## src/rtl/jtag_dr_chain_if.sv

```systemverilog
// jtag_dr_chain_if: serial and parallel signals between the TAP side and
// the JTAG register chain. Clock and reset stay plain ports on the chain.
interface jtag_dr_chain_if #(
  parameter int IR_W  = 4,
  parameter int DBG_W = 32
);
  logic             TDI;
  logic [3:0]       state;
  logic [DBG_W-1:0] dbg_rdata;
  logic             TDO;
  logic             tdo_en;
  logic [IR_W-1:0]  ir;
  logic [DBG_W-1:0] dbg_wdata;
  logic             dbg_wr;

  // TAP / debug side: drives state, TDI and capture data, observes the rest
  modport master (
    output TDI, state, dbg_rdata,
    input  TDO, tdo_en, ir, dbg_wdata, dbg_wr
  );

  // register chain side
  modport slave (
    input  TDI, state, dbg_rdata,
    output TDO, tdo_en, ir, dbg_wdata, dbg_wr
  );
endinterface

```

## src/rtl/jtag_dr_chain.sv

```systemverilog
// jtag_dr_chain: instruction register plus BYPASS / IDCODE / debug data
// registers, sequenced by the 4-bit TAP state.
// Optional feature macro JTAG_IDCODE_EN: when defined, the IDCODE register
// exists, code 1 selects it and ir resets to 1. When undefined, code 1 falls
// to BYPASS and ir resets to all ones.
module jtag_dr_chain #(
  parameter int          IR_W       = 4,
  parameter int          DBG_W      = 32,
  parameter logic [31:0] IDCODE_VAL = 32'h1000_0001
) (
  input  logic           TCK,
  input  logic           TRST,
  jtag_dr_chain_if.slave bus
);

  localparam logic [3:0] ST_TLR      = 4'h0;
  localparam logic [3:0] ST_CAP_DR   = 4'h3;
  localparam logic [3:0] ST_SHIFT_DR = 4'h4;
  localparam logic [3:0] ST_UPD_DR   = 4'h8;
  localparam logic [3:0] ST_CAP_IR   = 4'hA;
  localparam logic [3:0] ST_SHIFT_IR = 4'hB;
  localparam logic [3:0] ST_UPD_IR   = 4'hF;

  localparam logic [IR_W-1:0] IR_DBG    = IR_W'(8);
  localparam logic [IR_W-1:0] IR_BYPASS = {IR_W{1'b1}};

`ifdef JTAG_IDCODE_EN
  localparam logic [IR_W-1:0] IR_IDCODE = IR_W'(1);
  localparam logic [IR_W-1:0] IR_RESET  = IR_IDCODE;
`else
  localparam logic [IR_W-1:0] IR_RESET  = IR_BYPASS;
`endif

  logic [IR_W-1:0]  r_ir;
  logic [IR_W-1:0]  r_ir_shift;
  logic             r_bypass;
  logic [DBG_W-1:0] r_dbg_sr;
  logic [DBG_W-1:0] r_dbg_wdata;
  logic             r_dbg_wr;

  logic             w_sel_dbg;
  logic             w_sel_idcode;
  logic             w_sel_bypass;
  logic             w_idcode_lsb;
  logic             w_tdo;

  assign w_sel_dbg    = (r_ir == IR_DBG);
  assign w_sel_bypass = !w_sel_dbg && !w_sel_idcode;

`ifdef JTAG_IDCODE_EN
  logic [31:0] r_idcode_sr;

  assign w_sel_idcode = (r_ir == IR_IDCODE);
  assign w_idcode_lsb = r_idcode_sr[0];

  // IDCODE register: capture the fixed ID, shift when selected
  always_ff @(posedge TCK) begin
    if (TRST) begin
      r_idcode_sr <= '0;
    end else if (w_sel_idcode) begin
      if (bus.state == ST_CAP_DR)
        r_idcode_sr <= IDCODE_VAL;
      else if (bus.state == ST_SHIFT_DR)
        r_idcode_sr <= {bus.TDI, r_idcode_sr[31:1]};
    end
  end
`else
  logic w_unused_idcode;

  // the ID value has no register to live in without the feature
  assign w_unused_idcode = ^IDCODE_VAL;
  assign w_sel_idcode    = 1'b0;
  assign w_idcode_lsb    = 1'b0;
`endif

  // IR, BYPASS and debug data register sequencing; dbg_wr defaults low so
  // it is a single-edge pulse after each debug update
  always_ff @(posedge TCK) begin
    r_dbg_wr <= 1'b0;
    if (TRST) begin
      r_ir        <= IR_RESET;
      r_ir_shift  <= '0;
      r_bypass    <= 1'b0;
      r_dbg_sr    <= '0;
      r_dbg_wdata <= '0;
    end else begin
      case (bus.state)
        ST_TLR:      r_ir       <= IR_RESET;
        ST_CAP_IR:   r_ir_shift <= IR_W'(1);
        ST_SHIFT_IR: r_ir_shift <= {bus.TDI, r_ir_shift[IR_W-1:1]};
        ST_UPD_IR:   r_ir       <= r_ir_shift;
        ST_CAP_DR: begin
          if (w_sel_bypass) r_bypass <= 1'b0;
          if (w_sel_dbg)    r_dbg_sr <= bus.dbg_rdata;
        end
        ST_SHIFT_DR: begin
          if (w_sel_bypass) r_bypass <= bus.TDI;
          if (w_sel_dbg)    r_dbg_sr <= {bus.TDI, r_dbg_sr[DBG_W-1:1]};
        end
        ST_UPD_DR: begin
          if (w_sel_dbg) begin
            r_dbg_wdata <= r_dbg_sr;
            r_dbg_wr    <= 1'b1;
          end
        end
        default: ;
      endcase
    end
  end

  // serial output mux: LSB of whichever register is shifting
  always_comb begin
    w_tdo = 1'b0;
    case (bus.state)
      ST_SHIFT_IR: w_tdo = r_ir_shift[0];
      ST_SHIFT_DR: begin
        if (w_sel_dbg)         w_tdo = r_dbg_sr[0];
        else if (w_sel_idcode) w_tdo = w_idcode_lsb;
        else                   w_tdo = r_bypass;
      end
      default: ;
    endcase
  end

  assign bus.TDO       = w_tdo;
  assign bus.tdo_en    = (bus.state == ST_SHIFT_IR) || (bus.state == ST_SHIFT_DR);
  assign bus.ir        = r_ir;
  assign bus.dbg_wdata = r_dbg_wdata;
  assign bus.dbg_wr    = r_dbg_wr;

endmodule
```

## src/flat_wrapper.sv

```systemverilog
// flat-port wrapper written by rule: the top's interface ports become plain ports
module jtag_dr_chain_flat 
#(
  parameter int          IR_W       = 4,
  parameter int          DBG_W      = 32,
  parameter logic [31:0] IDCODE_VAL = 32'h1000_0001
)
  (TCK, TRST, bus_TDI, bus_state, bus_dbg_rdata, bus_TDO, bus_tdo_en, bus_ir, bus_dbg_wdata, bus_dbg_wr);
  jtag_dr_chain_if #(.IR_W(IR_W), .DBG_W(DBG_W)) bus_i ();
  input  logic TCK;
  input  logic TRST;
  input wire logic [$bits(bus_i.TDI)-1:0] bus_TDI;
  input wire logic [$bits(bus_i.state)-1:0] bus_state;
  input wire logic [$bits(bus_i.dbg_rdata)-1:0] bus_dbg_rdata;
  output wire logic [$bits(bus_i.TDO)-1:0] bus_TDO;
  output wire logic [$bits(bus_i.tdo_en)-1:0] bus_tdo_en;
  output wire logic [$bits(bus_i.ir)-1:0] bus_ir;
  output wire logic [$bits(bus_i.dbg_wdata)-1:0] bus_dbg_wdata;
  output wire logic [$bits(bus_i.dbg_wr)-1:0] bus_dbg_wr;
  assign bus_i.TDI = bus_TDI;
  assign bus_i.state = bus_state;
  assign bus_i.dbg_rdata = bus_dbg_rdata;
  assign bus_TDO = bus_i.TDO;
  assign bus_tdo_en = bus_i.tdo_en;
  assign bus_ir = bus_i.ir;
  assign bus_dbg_wdata = bus_i.dbg_wdata;
  assign bus_dbg_wr = bus_i.dbg_wr;
  jtag_dr_chain #(.IR_W(IR_W), .DBG_W(DBG_W), .IDCODE_VAL(IDCODE_VAL)) u_core (.TCK(TCK), .TRST(TRST), .bus(bus_i));
endmodule
```

## config.mk

```make
export PLATFORM = sky130hd
export DESIGN_NAME = jtag_dr_chain_flat
export DESIGN_NICKNAME = d
export VERILOG_FILES = /design/src/rtl/jtag_dr_chain_if.sv /design/src/rtl/jtag_dr_chain.sv /design/src/flat_wrapper.sv
export SDC_FILE = /design/constraint.sdc
export NUM_CORES = 1
export LEC_CHECK = 0
export BUFFER_PORTS_ARGS = -buffer_cell sky130_fd_sc_hd__clkbuf_2
export CAP_MARGIN = 10
export CORE_ASPECT_RATIO = 0.7
export CORE_MARGIN = 4
export CORE_UTILIZATION = 35
export CTS_CLUSTER_SIZE = 20
export DETAILED_ROUTE_END_ITERATION = 8
export HOLD_SLACK_MARGIN = 0.15
export PLACE_DENSITY = 0.54
export SETUP_SLACK_MARGIN = 0.4
export SYNTH_ARGS = -nofsm -noshare
export SYNTH_HDL_FRONTEND = slang
export SYNTH_SLANG_ARGS = --single-unit
```

## constraint.sdc

```tcl
create_clock -name TCK -period 3 [get_ports TCK]
set_input_delay 0.3 -clock TCK [delete_from_list [all_inputs] [get_ports TCK]]
set_output_delay 0.3 -clock TCK [all_outputs]
set_load 0.01 [all_outputs]
```

# Yosys cells after proc, flatten, opt, wreduce, memory -nomap -nowiden
# Index checks and enable logic that the tools add are counted.
dict set report classes {
  eq_ne 11
  n_reduce_logical 9
  bitwise_logic 1
  mux 11
}
# operator n
set ops {}
lappend ops {{32-bit two-way mux} 2}
lappend ops {{32-bit one-hot mux with 2 select lines} 1}
lappend ops {{4-bit == test (second input constant)} 5}
lappend ops {{4-bit one-hot mux with 2 select lines} 2}
lappend ops {{3-bit AND reduction} 2}
lappend ops {{2-bit nonzero test} 3}
lappend ops {{4-bit by 2-bit == test with 1-bit output (second input constant)} 1}
lappend ops {{4-bit by 3-bit == test with 1-bit output (second input constant)} 1}
lappend ops {{4-bit logical NOT} 1}
lappend ops {{1-bit two-way mux} 4}
lappend ops {{2-bit by 1-bit != test with 1-bit output (second input constant)} 2}
lappend ops {{2-bit != test (second input constant)} 2}
lappend ops {{1-bit one-hot mux with 2 select lines} 2}
lappend ops {{2-bit AND reduction} 1}
lappend ops {{2-bit OR reduction} 1}
lappend ops {{1-bit logical OR} 1}
lappend ops {{1-bit NOT} 1}
dict set report word_totals {
  input_bits 39
  elab_cells 38
  output_inout_bits 39
  ff_bits 74
}

# Logic depth before layout (Yosys ltp)
# Gate-level depths: netlist of the first run.
dict set report depth {
  ltp_word 3
  mapped_depth 7
  mapped_depth_nobuf 3
}

# Worst setup path after synthesis of the first run
# Ideal clock, no wire load.
dict set report synth_path {
  path_kind {input port to output port}
  startpoint {in bus_state[1]}
  endpoint {out bus_TDO}
  t_arrival_ps 1667
  path_slack_ps 1033
  t_required_ps 2700
  path_buffers 4
  stages 6
  path_cell_list {buf_2 -> or4b_1 -> clkbuf_1 -> buf_4 -> clkbuf_1 -> o22ai_1}
}
dict set report synth_via {
  elab_chain_len 2
  elab_cells_between_ends 3
  cone_classes {2 x eq/ne; 1 x mux}
}
# item line_no
set synth_lines {}
lappend synth_lines {{start: declaration} flat_wrapper.sv:13} ;# input wire logic [$bits(bus_i.state)-1:0] bus_state;
lappend synth_lines {{4-bit by 3-bit == test with 1-bit output / 4-bit == test (equally long branches)} jtag_dr_chain.sv:114} ;# case (bus.state)
lappend synth_lines {{1-bit one-hot mux with 2 select lines *} jtag_dr_chain.sv:114}
lappend synth_lines {{end: declaration} flat_wrapper.sv:15} ;# output wire logic [$bits(bus_i.TDO)-1:0] bus_TDO;
# Every way passes the cells marked *; elsewhere a longest branch is shown, timed or not.

# Worst setup path in the final report of the first run
dict set report layout_path {
  startpoint {reg u_core.r_ir[0] (netlist: u_core.bus.ir[0])}
  endpoint {out bus_TDO}
}
dict set report layout_via {
  elab_chain_len 3
}
# item line_no
set layout_lines {}
lappend layout_lines {{start: declaration} jtag_dr_chain.sv:34} ;# logic [IR_W-1:0] r_ir;
lappend layout_lines {{start signal: assignment} jtag_dr_chain.sv:91} ;# ST_UPD_IR: r_ir <= r_ir_shift;
lappend layout_lines {{4-bit == test} jtag_dr_chain.sv:47} ;# assign w_sel_dbg = (r_ir == IR_DBG);
lappend layout_lines {{1-bit two-way mux} jtag_dr_chain.sv:117} ;# if (w_sel_dbg) w_tdo = r_dbg_sr[0];
lappend layout_lines {{1-bit one-hot mux with 2 select lines} jtag_dr_chain.sv:114}
# Every way passes these cells.

==> impl_metrics.py, run 1 <==
metrics = {
    "worst_setup_path": {
        "cp.arrival_ns": 2.17,
        "worstSetupEndpointType": "output pin",
        "critical_path_data_required_time_ns": 2.70,
        "crit-reg2reg-launch": "u_core.bus.ir[0]",
        "reg2reg_setup_slack_ns": 0.89,
        "cp-startpoint": "u_core.bus.ir[0]",
        "worst-setup-path-type": "register to output pin",
        "cp_max_fo": 66,
        "setup.worst_path.start_class": "register",
        "reg2reg_to": "u_core.r_dbg_sr[31]",
        "r2r_cells": 3,
        "timing.critical_path.to": "bus_TDO",
    },
    "sta": {
        "timing.setup.tns_ns": 0,
        "timing.max_slew.rel_slack_pct": 40.4,
        "min_period_over_period_pct": 82.4,
        "timing.final.setup_violations": 0,
        "fmax_mhz": 405,
        "drv_slew": 0,
        "worst_hold_slack_ns": 0.252,
        "rsz_0062_raised_after_global_routing": "no",
        "min_period_ns": 2.47,
        "final-hold-violation-count": 0,
        "finalClockSkew_ns": 0.00989,
        "worst-slew-pin-transition_ns": 0.893,
    },
    "clock_tree": {
        "cts_root_buffer": "sky130_fd_sc_hd__clkbuf_16",
        "cts_inserted_buffers": 9,
        "clock_insertion_delay_worst_skew_ns": 0.33,
        "tritoncts": "built",
        "clockBufferDepth": 2,
        "ctsHoldBuffers": 0,
        "cts_htree_levels": 3,
        "cts.reportedPaths.clkPinSlew_ns": 0.05,
        "sink_count": 74,
    },
    "final_layout": {
        "layout_commonest_cell": "sky130_fd_sc_hd__clkbuf_2",
        "design.final.nets": 509,
        "n_antenna_cell": 0,
        "layout.core_utilization_pct": 44.1,
        "layout_common_cells": "77 x sky130_fd_sc_hd__clkbuf_2, 74 x sky130_fd_sc_hd__dfxtp_1, 67 x sky130_fd_sc_hd__nand3_1",
        "drive_above_1_share_pct": 28.3,
        "fillerInstances": 995,
        "area_delta_synth_final_pct": 19.8,
    },
    "logic_synthesis": {
        "synth-seq-cells": 74,
        "mappedNetlistNets": 458,
        "synth_ff_type": "sky130_fd_sc_hd__dfxtp_1",
        "postSynthAreaPerCell_um2": 8.70,
        "synth-async-reset-ratio_pct": 0,
        "synthesis.yosys.warnings": 0,
        "synth_edf_count": 0,
        "cell_area_synth_um2": 3650,
        "yosysUniqueCellTypes": 35,
        "synth.yosys.seq_area_share_pct": 40.6,
        "synth_cells": 419,
    },
    "floorplanning": {
        "boundaryPins": 78,
        "total_core_area_um2": 9910,
        "die_height_um": 93.4,
        "floorplan.die_area_um2": 12100,
        "placementRows": 30,
        "die_width_um": 130,
        "start_util_pct": 36.8,
    },
    "pwr": {
        "p_leak_nw": 1.93,
        "clock_power_share_pct": 48.2,
        "power_density_nw_per_um2": 512,
        "share_comb_of_total_power_pct": 6.6,
        "share_of_total_power_consumed_by_net_switching_pct": 22.3,
        "switching_power_w": 0.000499,
        "ir_drop_mv": 0.294,
        "internal_power_w": 0.00174,
        "share_seq_of_total_power_pct": 45.2,
    },
    "global_route": {
        "grtUsageMet1_pct": 24.0,
        "grt_pass1_vias": 3056,
        "wire_length_of_the_first_global_routing_pass_um": 15700,
        "global_route.overflow_total": 0,
        "grtUsageMet2_pct": 23.4,
        "largest_net_degree_at_the_start_of_global_routing": 76,
        "gr-usage-all-layers_pct": 16.3,
        "antenna_violations_before_repair": 0,
        "grt.busiest_layer": "met1",
        "grt_util_met3_pct": 4.79,
    },
    "detailed_routing": {
        "detailedRoute.firstPassIterationCount": 4,
        "routed_via_density": 5.33,
        "wl_per_cell_um": 15.9,
        "via_count": 3201,
        "detail_route.wirelength_um": 9580,
        "detail-route-antenna-nets": 0,
        "detail_route.drc_violations": 0,
        "drt_first_iter_violations": 220,
    },
    "placement": {
        "gp_congestion": 0.724,
        "port_buffers": 77,
        "dpl.hpwl_um": 5990,
    },
    "flow_run": {
        "maxCapViolations": 0,
    },
    "worst_hold_path": {
        "hold_path_class": "input pin to register",
    },
    "status": {
        "outcome": "complete, no violations",
    },
}
-- flip-flops by register name, indices dropped and copies added, names as in the netlist --
name                  count
u_core.bus.dbg_wr         1
u_core.r_ir_shift         4
u_core.bus.ir             4
u_core.r_bypass           1
u_core.r_dbg_sr          32
u_core.bus.dbg_wdata     32
-- through the flow --
step           setup WS [ns]  std cells  area (µm²)  power [W]
2_1_floorplan           1.03        419        3650    0.00112
3_3_place_gp           0.792        587        4070    0.00118
3_5_place_dp           0.752        587        4070    0.00118
4_1_cts                0.433        601        4360    0.00226
5_1_grt                0.441        601        4370    0.00232
6_report               0.529        601        4370    0.00224
-- synthesized netlist by cell type (2+ instances only) --
library cell               count  area, µm²
sky130_fd_sc_hd__dfxtp_1      74       1480
sky130_fd_sc_hd__nand3_1      67        335
sky130_fd_sc_hd__nand2_1      37        139
sky130_fd_sc_hd__a21oi_1      36        180
sky130_fd_sc_hd__mux2i_1      33        330
sky130_fd_sc_hd__nor2b_1      32        200
sky130_fd_sc_hd__o21ai_0      32        160
sky130_fd_sc_hd__clkbuf_1     31        116
sky130_fd_sc_hd__o211ai_2     30        375
sky130_fd_sc_hd__buf_1         5       18.8
sky130_fd_sc_hd__nor3_1        5       25.0
sky130_fd_sc_hd__nor2_1        4       15.0
sky130_fd_sc_hd__o21bai_1      4       30.0
sky130_fd_sc_hd__buf_2         3       15.0
sky130_fd_sc_hd__buf_6         3       33.8
sky130_fd_sc_hd__nor4b_1       2       17.5
sky130_fd_sc_hd__o211ai_1      2       15.0
sky130_fd_sc_hd__or4b_1        2       20.0
-- power groups by stage --
stage / logic (W) / registers, W / clock network, W
2_1_floorplan: 0.0000955 / 0.00103 / 0
3_3_place_gp: 0.000145 / 0.00103 / 0
3_5_place_dp: 0.000147 / 0.00103 / 0
4_1_cts: 0.000148 / 0.00101 / 0.00110
5_1_grt: 0.000163 / 0.00101 / 0.00114
6_report: 0.000147 / 0.00101 / 0.00108
-- metal layers --
metal | wire [µm] | vias to the layer above | part of all wire, %
li1 | - | 1599 | -
met1 | 4890 | 1503 | 51
met2 | 3970 | 92 | 41
met3 | 642 | 7 | 6.7
met4 | 74 | 0 | 0.77
met5 | 0 | - | 0
-- timing repair --
item                                    4_1_cts  5_1_grt
buffers inserted                              0        0
endpoints found under the setup margin        0        1
resized for setup                             0        1
-- logic make-up (layout without fill, tap and decap cells) --
logic type	after synthesis	count (layout)	share of synthesized area, %
and+or+nand+nor	160	160	23.3
AOI/OAI and AO/OA	108	108	21.7
DFF	74	74	40.6
buffers and inverters	44	98	5.35
muxes	33	33	9.06
-- critical path: stages, from the launching register on --
cell and delay, ns:
sky130_fd_sc_hd__dfxtp_1 0.34, sky130_fd_sc_hd__or4b_2 0.72, sky130_fd_sc_hd__buf_6 0.28, sky130_fd_sc_hd__mux2i_1 0.17, sky130_fd_sc_hd__o22ai_1 0.14, sky130_fd_sc_hd__clkbuf_2 0.16
-- area by class of cell --
type	count	area, µm²	area share, %
clock buffer	11	253	5.79
clock inverter	3	40.0	0.917
inverter	1	3.75	0.0859
multi-input combinational	301	2000	45.7
sequential	74	1480	33.9
tap	128	160	3.67
timing repair buffer	83	434	9.94
-- worst min path at each step --
stage / startpoint / endpoint / slack [ns] / cells after the start
after floorplan: u_core.r_ir_shift[1] / u_core.r_ir_shift[1] / 0.45 / 2
after global placement: u_core.r_ir_shift[1] / u_core.r_ir_shift[1] / 0.46 / 2
after detailed placement: u_core.bus.dbg_wdata[8] / u_core.bus.dbg_wdata[8] / 0.47 / 2
after CTS: bus_TDI / u_core.r_bypass / 0.24 / 3
after global routing: bus_TDI / u_core.r_bypass / 0.26 / 3
final: bus_TDI / u_core.r_bypass / 0.25 / 3
(Power assumes the default switching activity.)
==> run 2: changes to the inputs <==
==> constraint.sdc (replaced) <==
create_clock -name TCK -period 2.4 [get_ports TCK]
set_input_delay 0.24 -clock TCK [delete_from_list [all_inputs] [get_ports TCK]]
set_output_delay 0.24 -clock TCK [all_outputs]
set_load 0.01 [all_outputs]
==> run 2 against run 1 <==
Cell count rose by 2.0%. Setup slack worse by 0.14 ns. Clock-buffer cell count increased by 3. Critical path type unchanged. Power is 26% higher. Die area did not move. Register-to-register slack worse by 0.43 ns. Sequential share of layout area decreased by 1.0 points. Utilization up 1.5 points. Clock skew decreased by 0.0055 ns. Clock power increased by 27%. First-iteration DRC count shrank 24%. Via count grew 2.1%. Highest routed layer unchanged.
==> impl_metrics.py, run 2 (synthesized netlist as in run 1, its figures left out) <==
metrics = {
    "worst_setup_path": {
        "crit_path_top_delay_cell": "sky130_fd_sc_hd__or4b_4",
        "worstSetupEndpointType": "output pin",
        "buffers_inverters_on_critical_path": 2,
        "worst-setup-path-type": "register to output pin",
        "crit_path_max_incr_delay_ns": 0.54,
        "critical_path.top_delay_family": "simple AND/OR/NAND/NOR gates",
        "critical_path_data_required_time_ns": 2.16,
        "cp.arrival_ns": 1.77,
        "cp_num_cells": 5,
        "critical_path.cell_chain": "or4b_4 -> buf_12 -> mux2i_1 -> o22ai_1 -> clkbuf_2",
        "setup.worst_path.start_class": "register",
        "r2r_cells": 3,
        "cp_max_fo": 4,
    },
    "floorplanning": {
        "die_height_um": 93.4,
        "start_util_pct": 36.8,
        "total_core_area_um2": 9910,
        "floorplan.die_area_um2": 12100,
        "boundaryPins": 78,
        "placementRows": 30,
        "die_width_um": 130,
    },
    "clock_tree": {
        "clock_insertion_delay_worst_skew_ns": 0.33,
        "cts_inserted_buffers": 9,
        "tritoncts": "built",
        "cts_root_buffer": "sky130_fd_sc_hd__clkbuf_16",
        "cts.reportedPaths.clkPinSlew_ns": 0.06,
        "cts_htree_levels": 3,
        "sink_count": 74,
        "clockBufferDepth": 2,
    },
    "detailed_routing": {
        "met1_length_um": 5300,
        "routed_via_density": 5.33,
        "detail_route.wirelength_um": 10200,
        "met2_wirelength_um": 4100,
        "drt_first_iter_violations": 168,
        "length_of_routed_met3_wiring_um": 647,
        "detail-route-antenna-nets": 0,
        "wl_per_cell_um": 16.6,
        "via_count": 3269,
        "detailedRoute.firstPassIterationCount": 4,
        "detail_route.drc_violations": 0,
        "maxUsedRoutingLayer": "met4",
    },
    "global_route": {
        "wire_length_of_the_first_global_routing_pass_um": 16500,
        "antenna_violations_before_repair": 0,
        "largest_net_degree_at_the_start_of_global_routing": 44,
        "gr-usage-all-layers_pct": 17.2,
        "global_route.overflow_total": 0,
        "grt_pass1_vias": 3131,
    },
    "sta": {
        "timing.final.setup_violations": 0,
        "min_period_ns": 2.01,
        "timing.setup.tns_ns": 0,
        "worst-slew-pin-transition_ns": 0.892,
        "finalClockSkew_ns": 0.00440,
        "final-hold-violation-count": 0,
        "fmax_mhz": 498,
        "drv_slew": 0,
        "timing.max_slew.rel_slack_pct": 40.5,
        "rsz_0062_raised_after_global_routing": "yes",
        "min_period_over_period_pct": 83.7,
    },
    "final_layout": {
        "layout_commonest_cell": "sky130_fd_sc_hd__clkbuf_2",
        "design.final.nets": 519,
        "layout_common_cells": "77 x sky130_fd_sc_hd__clkbuf_2, 71 x sky130_fd_sc_hd__dfxtp_1, 67 x sky130_fd_sc_hd__nand3_1",
        "n_antenna_cell": 0,
        "finalNonFillerCells": 613,
        "area_delta_synth_final_pct": 23.8,
        "drive_above_1_share_pct": 30.1,
    },
    "pwr": {
        "p_leak_nw": 2.02,
        "power_density_nw_per_um2": 626,
        "ir_drop_mv": 0.302,
    },
    "placement": {
        "post-place-cells": 590,
        "port_buffers": 77,
        "dpl.hpwl_um": 6300,
        "gp_congestion": 0.817,
    },
    "worst_hold_path": {
        "hold-path-cell-count": 3,
        "hold_path_class": "input pin to register",
    },
    "status": {
        "outcome": "complete, no violations",
    },
    "flow_run": {
        "maxCapViolations": 0,
    },
}
==> run 2: changes by cell type in the layout (fill, tap and decap cells not counted), sizes merged <==
cell    delta
clkinv     -1
bufbuf     +2
clkbuf     +3
buf        +8
==> run 2: worst paths after layout <==
| check | slack [ns] | startpoint | end |
|---|---|---|---|
| setup / recovery | 0.39 | u_core.bus.ir[0] | bus_TDO |
| hold reg to reg | 0.47 | u_core.bus.dbg_wdata[6] | u_core.bus.dbg_wdata[6] |
| hold / removal | 0.21 | bus_dbg_rdata[12] | u_core.r_dbg_sr[12] |
| setup reg to reg | 0.46 | u_core.bus.ir[0] | u_core.r_dbg_sr[0] |
==> run 2: metrics by stage <==
stage | util [%] | setup WS, ns | cell area (µm²) | power [W] | hold slack (ns)
2_1_floorplan | - | 0.553 | 3650 | 0.00141 | 0.390
3_3_place_gp | 41.3 | 0.313 | 4090 | 0.00148 | 0.463
3_5_place_dp | 41.3 | 0.277 | 4090 | 0.00148 | 0.468
4_1_cts | 45.6 | 0.369 | 4510 | 0.00285 | 0.201
5_1_grt | 45.6 | 0.330 | 4520 | 0.00292 | 0.208
6_report | 45.6 | 0.392 | 4520 | 0.00283 | 0.210
==> run 2: timing repair <==
item                       4_1_cts  5_1_grt
gates resized for setup          6        1
gates cloned                     2        0
buffers inserted                 5        0
hold buffers                     0        0
setup endpoints to repair       33       12
pin swaps                        1        0
==> run 2: layout make-up <==
| cell class | instances | area, µm² |
|---|---|---|
| clock buffers | 14 | 264 |
| inverters | 1 | 3.75 |
| multi-input cells | 301 | 2000 |
| fillers | 990 | 5390 |
| repair buffers | 93 | 568 |
| well taps | 128 | 160 |
| clock inverters | 2 | 35.0 |
| flip-flops and latches | 74 | 1490 |
==> run 2: routing by layer <==
layer | vias to the layer above | track usage (%)
li1 | 1627 | -
met1 | 1539 | 25.7
met2 | 90 | 23.3
met3 | 13 | 5.42
met4 | 0 | 4.76
met5 | - | 0
==> run 2: worst reg2reg max path, stage by stage (launching register included) <==
cell	delay, ns
sky130_fd_sc_hd__dfxtp_1	0.35
sky130_fd_sc_hd__or4b_4	0.54
sky130_fd_sc_hd__a211o_2	0.67
sky130_fd_sc_hd__o211ai_1	0.30
==> run 2: where the power goes <==
part	leakage, nW	switching [W]	total (W)	internal (W)
sequential	0.596	0.0000151	0.00126	0.00125
clock	0.147	0.000510	0.00137	0.000862
combinational	1.28	0.000111	0.000190	0.0000788
total	2.02	0.000636	0.00283	0.00219
